File: src/rtl/mem_stream_pkg.sv
// Shared definitions for the memory stream reader.
// Holds the output FIFO depth and the reader FSM state encoding so the top
// level and the FIFO agree on both.
package mem_stream_pkg;

    // Number of words the output FIFO can hold. The issue throttle also uses
    // this value to bound buffered plus in-flight words.
    localparam int FIFO_DEPTH = 2;

    typedef enum logic [1:0] {
        ST_IDLE  = 2'd0,
        ST_RUN   = 2'd1,
        ST_DRAIN = 2'd2
    } state_e;

endpackage

File: src/rtl/mem_stream_reader_skid_fifo2.sv
// skid_fifo2: two-entry FIFO between the memory capture point and the
// output stream.
// Ports:
//   clk, rst_n         clock, asynchronous active-low reset
//   push, push_data    write one entry (never issued while full)
//   pop                remove head entry (only while valid)
//   count              current occupancy 0..2
//   valid, head        non-empty flag and head entry
module skid_fifo2
    import mem_stream_pkg::*;
#(
    parameter int W = 33
) (
    input  logic         clk,
    input  logic         rst_n,
    input  logic         push,
    input  logic [W-1:0] push_data,
    input  logic         pop,
    output logic [1:0]   count,
    output logic         valid,
    output logic [W-1:0] head
);

    logic [W-1:0] mem_r [FIFO_DEPTH];
    logic         rd_ptr_r;
    logic         wr_ptr_r;
    logic [1:0]   count_r;

    // Storage, pointers and occupancy; push and pop together leave count unchanged.
    always_ff @(posedge clk or negedge rst_n) begin
        if (!rst_n) begin
            for (int i = 0; i < FIFO_DEPTH; i++) begin
                mem_r[i] <= '0;
            end
            rd_ptr_r <= 1'b0;
            wr_ptr_r <= 1'b0;
            count_r  <= 2'd0;
        end else begin
            if (push) begin
                mem_r[wr_ptr_r] <= push_data;
                wr_ptr_r        <= ~wr_ptr_r;
            end
            if (pop) begin
                rd_ptr_r <= ~rd_ptr_r;
            end
            case ({push, pop})
                2'b10:   count_r <= count_r + 2'd1;
                2'b01:   count_r <= count_r - 2'd1;
                default: count_r <= count_r;
            endcase
        end
    end

    assign count = count_r;
    assign valid = (count_r != 2'd0);
    assign head  = mem_r[rd_ptr_r];

endmodule

File: src/rtl/mem_stream_reader.sv
// mem_stream_reader: turns a (base, length) read command into a stream of
// words fetched from a synchronous memory read port.
// Ports:
//   clk, rst_n                         clock, asynchronous active-low reset
//   cmd_valid/cmd_ready/cmd_base/cmd_len   read command handshake
//   mem_en/mem_addr/mem_dout           memory read port, one-cycle latency
//   m_valid/m_ready/m_data/m_last      output stream
//   done                               one-cycle pulse when a command completes
module mem_stream_reader
    import mem_stream_pkg::*;
#(
    parameter int WIDTH = 32,
    parameter int DEPTH = 512,
    localparam int AW   = $clog2(DEPTH)
) (
    input  logic             clk,
    input  logic             rst_n,
    input  logic             cmd_valid,
    output logic             cmd_ready,
    input  logic [AW-1:0]    cmd_base,
    input  logic [AW:0]      cmd_len,
    output logic             mem_en,
    output logic [AW-1:0]    mem_addr,
    input  logic [WIDTH-1:0] mem_dout,
    output logic             m_valid,
    input  logic             m_ready,
    output logic [WIDTH-1:0] m_data,
    output logic             m_last,
    output logic             done
);

    state_e        state_r;
    state_e        state_s;
    logic [AW-1:0] addr_r;
    logic [AW:0]   len_r;
    logic [AW:0]   issued_r;
    logic [AW:0]   cap_idx_r;
    logic          inflight_r;
    logic          zero_done_r;

    logic          issue_s;
    logic          pop_s;
    logic          accept_s;
    logic [2:0]    occupancy_s;
    logic [1:0]    fifo_count_s;
    logic          fifo_valid_s;
    logic [WIDTH:0] fifo_head_s;
    logic [WIDTH:0] push_data_s;

    // Issue throttle and next-state logic. Occupancy counts words buffered or
    // in flight after this cycle's pop, so the FIFO can never overflow.
    always_comb begin
        state_s     = state_r;
        pop_s       = fifo_valid_s & m_ready;
        accept_s    = 1'b0;
        occupancy_s = {1'b0, fifo_count_s} + {2'b00, inflight_r} - {2'b00, pop_s};
        issue_s     = 1'b0;
        case (state_r)
            ST_IDLE: begin
                if (cmd_valid && (cmd_len != '0)) begin
                    accept_s = 1'b1;
                    state_s  = ST_RUN;
                end else begin
                    state_s = ST_IDLE;
                end
            end
            ST_RUN: begin
                issue_s = (issued_r < len_r) && (occupancy_s < 3'(FIFO_DEPTH));
                if (issue_s && ((issued_r + (AW+1)'(1)) == len_r)) begin
                    state_s = ST_DRAIN;
                end else begin
                    state_s = ST_RUN;
                end
            end
            ST_DRAIN: begin
                if (pop_s && fifo_head_s[WIDTH]) begin
                    state_s = ST_IDLE;
                end else begin
                    state_s = ST_DRAIN;
                end
            end
            default: begin
                state_s = ST_IDLE;
            end
        endcase
    end

    // Command registers, issue/capture counters and the read-data pipeline flag.
    always_ff @(posedge clk or negedge rst_n) begin
        if (!rst_n) begin
            state_r     <= ST_IDLE;
            addr_r      <= '0;
            len_r       <= '0;
            issued_r    <= '0;
            cap_idx_r   <= '0;
            inflight_r  <= 1'b0;
            zero_done_r <= 1'b0;
        end else begin
            state_r     <= state_s;
            inflight_r  <= issue_s;
            zero_done_r <= (state_r == ST_IDLE) && cmd_valid && (cmd_len == '0);
            if (accept_s) begin
                addr_r    <= cmd_base;
                len_r     <= cmd_len;
                issued_r  <= '0;
                cap_idx_r <= '0;
            end else begin
                if (issue_s) begin
                    issued_r <= issued_r + (AW+1)'(1);
                    // Wrap explicitly so non-power-of-two depths also work.
                    if (addr_r == AW'(DEPTH - 1)) begin
                        addr_r <= '0;
                    end else begin
                        addr_r <= addr_r + AW'(1);
                    end
                end
                if (inflight_r) begin
                    cap_idx_r <= cap_idx_r + (AW+1)'(1);
                end
            end
        end
    end

    // The last flag is decided at capture time and travels with the word.
    assign push_data_s = {(cap_idx_r == (len_r - (AW+1)'(1))), mem_dout};

    skid_fifo2 #(
        .W (WIDTH + 1)
    ) u_fifo (
        .clk       (clk),
        .rst_n     (rst_n),
        .push      (inflight_r),
        .push_data (push_data_s),
        .pop       (pop_s),
        .count     (fifo_count_s),
        .valid     (fifo_valid_s),
        .head      (fifo_head_s)
    );

    assign cmd_ready = (state_r == ST_IDLE);
    assign mem_en    = issue_s;
    assign mem_addr  = issue_s ? addr_r : '0;
    assign m_valid   = fifo_valid_s;
    // Gate stale slot contents so nothing leaks out while the FIFO is empty.
    assign m_data    = fifo_valid_s ? fifo_head_s[WIDTH-1:0] : '0;
    assign m_last    = fifo_valid_s & fifo_head_s[WIDTH];
    assign done      = zero_done_r | ((state_r == ST_DRAIN) & pop_s & fifo_head_s[WIDTH]);

endmodule
File: config.mk
export PLATFORM = sky130hd
export DESIGN_NAME = mem_stream_reader
export DESIGN_NICKNAME = d
export VERILOG_FILES = /design/src/rtl/mem_stream_pkg.sv /design/src/rtl/mem_stream_reader_skid_fifo2.sv /design/src/rtl/mem_stream_reader.sv
export SDC_FILE = /design/constraint.sdc
export NUM_CORES = 1
export LEC_CHECK = 0
export BUFFER_PORTS_ARGS = -buffer_cell sky130_fd_sc_hd__buf_2
export CAP_MARGIN = 20
export CORE_AREA = 4 4 130 132
export DETAILED_ROUTE_END_ITERATION = 16
export DIE_AREA = 0 0 134 136
export GPL_ROUTABILITY_DRIVEN = 0
export SYNTH_ARGS = -nofsm -noshare
export SYNTH_HDL_FRONTEND = slang
export SYNTH_SLANG_ARGS = --single-unit
File: constraint.sdc
create_clock -name clk -period 5.65 [get_ports clk]
set_input_delay 0.8475 -clock clk [delete_from_list [all_inputs] [get_ports clk]]
set_output_delay 0.8475 -clock clk [all_outputs]
set_load 0.01 [all_outputs]
==> results.md <==
STA:
- The number of hold violations in the final report is 0.
- Of the available clock period, the critical path in the final layout requires between 80% and 90%.
- Setup slack closes at 1.10 ns.
- After routing, the total negative slack on setup checks comes to 0 ns.
- The post-route clock skew is 0.00842 ns.
- Setup violations remaining at the end of the flow were counted as 0.
- The transition time at the pin with the least slew margin is 1.08 ns.
- The smallest clock period supported by the final layout is computed as 4.55 ns.
- The worst pin sits at a relative slew slack of 28.1%.
- The max-slew violation count came to 0.
- Derived from the worst setup path, the maximum achievable clock frequency is 220 MHz.
- Setup repair after global routing left no endpoint under its margin.

Synthesis:
- The sequential cell area fraction in the yosys report is between 40% and 50%.
- The mean post-synth cell area is 10.4 sq um.
- In the post-synthesis netlist, the biggest area contributors are dfrtp_1 (46%), mux2_2 (12%), mux2i_1 (6.5%).
- Counting every net in the synthesized netlist gives between 600 and 700.
- The post-synthesis cell type with the largest combined area is dfrtp_1.
- Of all flip-flops after synthesis, the portion carrying an async set or reset was 100%.
- The multiplexer area fraction after synthesis is approximately 18%.
- Summing the areas of all compound-gate instances in the mapped netlist gives under 10% of the synthesized area.
- The area share of and/or/nand/nor cells after synthesis is between 10% and 20%.
- In the synthesized netlist the dominant register cell turns out to be dfrtp_1.
- The Yosys step of the flow raised 0 warnings.
- The largest family of logic cells by synthesized area is multiplexers.
- The count of state elements after synthesis is approximately 110.
- In the synthesized netlist, the cells that appear most often are dfrtp_1 (113), nor2_1 (72), mux2_2 (65).
- The number of flops mapped to enable cells by yosys is 0.
- The gate count of the mapped netlist is 595.
- In this run the biggest area consumer among cell types represents a little under half of the synthesized area.
- The synthesized netlist contains 61 unique library cells.
- The post-synthesis xor/xnor area fraction is around 4.4%.
- Of the total synthesized cell area, the portion taken by full adders, half adders and majority gates is 3.36%.
- The cell area that synthesis handed to floorplanning was approximately 6200 sq um.
- Yosys instantiated no cell more often than dfrtp_1.

GRT:
- The number of global-route vias before repair is 4999.
- The initial antenna violation count came to 0.
- The wire length of the first global-routing pass is 24.7 mm.
- Global routing used 17.0% of the available tracks.
- The global route total overflow is 0.
- The pin count of the biggest net entering global routing is 74.

Floorplan:
- The die outline height is 136 um.
- The die area is 18200 sq um.
- between 100 and 150 I/O pins were placed.
- The x dimension of the die is about 130 um.
- The number of cell rows is between 40 and 50.
- The initial cell density of the core is 39.3%.
- The area of the core is 15700 sq um.

Status:
- The run finished with clean final reports.

Placed design:
- The total half-perimeter wirelength after legalization and detailed placement is 10.3 mm.
- Before CTS, the worst setup slack after placement is between 1 and 1.5 ns.
- The quantity of I/O buffers inserted on ports is 100.

Clock network:
- The number of clock buffers added by TritonCTS is 17.
- The tree is rooted in a clkbuf_16.
- The number of levels the H-tree was split into is 4.
- TritonCTS built the clock tree.
- The later pin in the worst-skew pair is clocked with a latency of a little over 0.4 ns.
- The longest clock path from root to sink contains 2 buffers.
- The number of hold buffers added after CTS was 0.
- Gates resized during post-CTS repair numbered 0.
- Buffers added to address setup during post-CTS repair amount to 0.
- Clock tree synthesis found a total of 113 sinks.
- After clock tree synthesis, the clock-pin slew on the worst setup and hold paths is 0.05 ns.

Layout:
- The area growth from synthesis to final layout is 21.4%.
- The share of post-route cells with drive strength above 1 is 30.5%.
- 0 antenna diodes ended up in the layout.
- The net count of the finished layout is 760.

Routing:
- In the routed design, unresolved DRC markers number 0.
- For this run, the detailed router's first-pass iteration total came to 4.
- The detailed-route via count is ~4700.
- Once detail routing completed, the nets flagged for antenna violations numbered 0.
- The first routing iteration left ~270 violations.
- The routed via count divided by cell count is between 5 and 6.
- The routed wire length per instance is 15.9 um.
- The total detailed-routing wirelength is approximately 15 mm.

Critical path:
- The startpoint type of the worst setup path is a primary input.
- The critical setup path kind is primary input to primary output.
- The required arrival time at the worst endpoint is 4.80 ns.
- The endpoint type of the worst setup path is a primary output.
- Of all nets on the critical path, the largest fanout is 21.
- The worst endpoint data arrival time is 3.70 ns.

Pwr:
- The analysis attributes to cell leakage a power of 0.00344 uW.
- The worst IR drop on VDD is ~0.00036 V.
- The power density relative to cell area is 600 nW/um^2.

Worst hold path:
- The path type of the worst min-delay path is flip-flop to flip-flop.

Job:
- Max-cap violations in this run came to 0.
[report_power, final]
group	total, uW	leakage (uW)	internal [uW]	switching, uW
logic	1890	0.00181	947	945
registers	1460	0.00132	1140	320
clock network	1150	0.000307	789	360
[routing by layer]
| layer | GRT usage, % | up-vias | wire length (um) |
|---|---|---|---|
| li1 | - | 2298 | - |
| met1 | 20.1 | 2290 | 6310 |
| met2 | 29.3 | 106 | 7180 |
| met3 | 6.03 | 23 | 855 |
| met4 | 5.03 | 0 | 260 |
| met5 | 0 | - | 0 |
[path summary, 6_finish.rpt]
check | cells past startpoint | to | slack [ns] | from
hold reg to reg | 2 | u_fifo.mem_r[65]$_DFFE_PN0P_ | 0.49 | u_fifo.mem_r[65]$_DFFE_PN0P_
setup / recovery | 12 | mem_addr[2] | 1.10 | m_ready
max in group asynchronous | 2 | u_fifo.rd_ptr_r$_DFFE_PN0P_ | 3.94 | rst_n
setup reg to reg | 12 | issued_r[5]$_DFFE_PN0P_ | 2.18 | u_fifo.count[1]$_DFFE_PN0P_
hold / removal | 2 | u_fifo.mem_r[65]$_DFFE_PN0P_ | 0.49 | u_fifo.mem_r[65]$_DFFE_PN0P_
min in group asynchronous | 1 | u_fifo.mem_r[7]$_DFFE_PN0P_ | 0.58 | rst_n
[cell families (layout without fill, tap and decap cells)]
group	Yosys count	in the layout
simple gates	209	209
flops	113	113
mux	105	105
compound gates	75	75
buf+inv	46	153
xor+xnor	31	31
fa+ha+maj	16	16
[registers in the layout, summed over array words and instances, names as in the netlist]
register,flops
u_fifo.mem_r,66
cap_idx_r,10
issued_r,10
len_r,10
addr_r,9
state_r,2
u_fifo.count,2
inflight_r,1
u_fifo.rd_ptr_r,1
u_fifo.wr_ptr_r,1
zero_done_r,1
[area by class of cell]
cell class | instances | area [sq um]
fillers | 1452 | 8210
multi-input cells | 436 | 3170
flip-flops and latches | 113 | 2830
repair buffers | 106 | 548
clock buffers | 21 | 450
well taps | 216 | 270
clock inverters | 11 | 185
inverters | 15 | 56.3
[critical path: stages]
cell       delay [ns]
buf_2            0.15
nand2_1          0.07
nor2_1           0.17
a21oi_1          0.09
nand2b_1         0.17
fa_1             0.39
xor2_1           0.19
a2111oi_4        0.46
nand2b_1         0.22
nor2_2           0.58
and2_1           0.22
buf_2            0.13
[cell usage in the layout (no fill, tap or decap), types with 4 or more instances in the layout]
cell type | synthesis | routed
nor3_1 | 11 | 11
nor2_2 | 3 | 4
nand2_1 | 41 | 41
mux2i_1 | 40 | 40
inv_1 | 15 | 15
xnor2_1 | 20 | 20
buf_2 | 2 | 99
a21oi_1 | 5 | 5
dfrtp_1 | 113 | 112
nand3_1 | 16 | 16
nand4_1 | 8 | 8
a31oi_1 | 7 | 7
a211oi_1 | 4 | 4
buf_4 | 5 | 7
ha_1 | 15 | 15
o21ai_0 | 32 | 32
xor2_1 | 11 | 11
nor2_1 | 72 | 71
clkinv_2 | 0 | 4
nor2b_1 | 6 | 4
nand2b_1 | 4 | 4
mux2_2 | 65 | 65
nor3b_1 | 6 | 6
bufinv_16 | 0 | 5
and2_1 | 12 | 12
clkbuf_16 | 0 | 17
and3_1 | 11 | 11
[stage by stage]
| stage | area, sq um | power (uW) | instances | hold WS, ns | utilization (%) |
|---|---|---|---|---|---|
| global placement | 6870 | 3310 | 886 | 0.468 | 43.7 |
| floorplan | 6180 | 2810 | 595 | 0.448 | - |
| finish | 7500 | 4500 | 918 | 0.490 | 47.8 |
| global route | 7500 | 4850 | 918 | 0.504 | 47.8 |
| detailed placement | 6870 | 3380 | 886 | 0.474 | 43.7 |
| CTS | 7500 | 4560 | 918 | 0.488 | 47.8 |
Note: power is estimated with default switching activity, not from simulation.
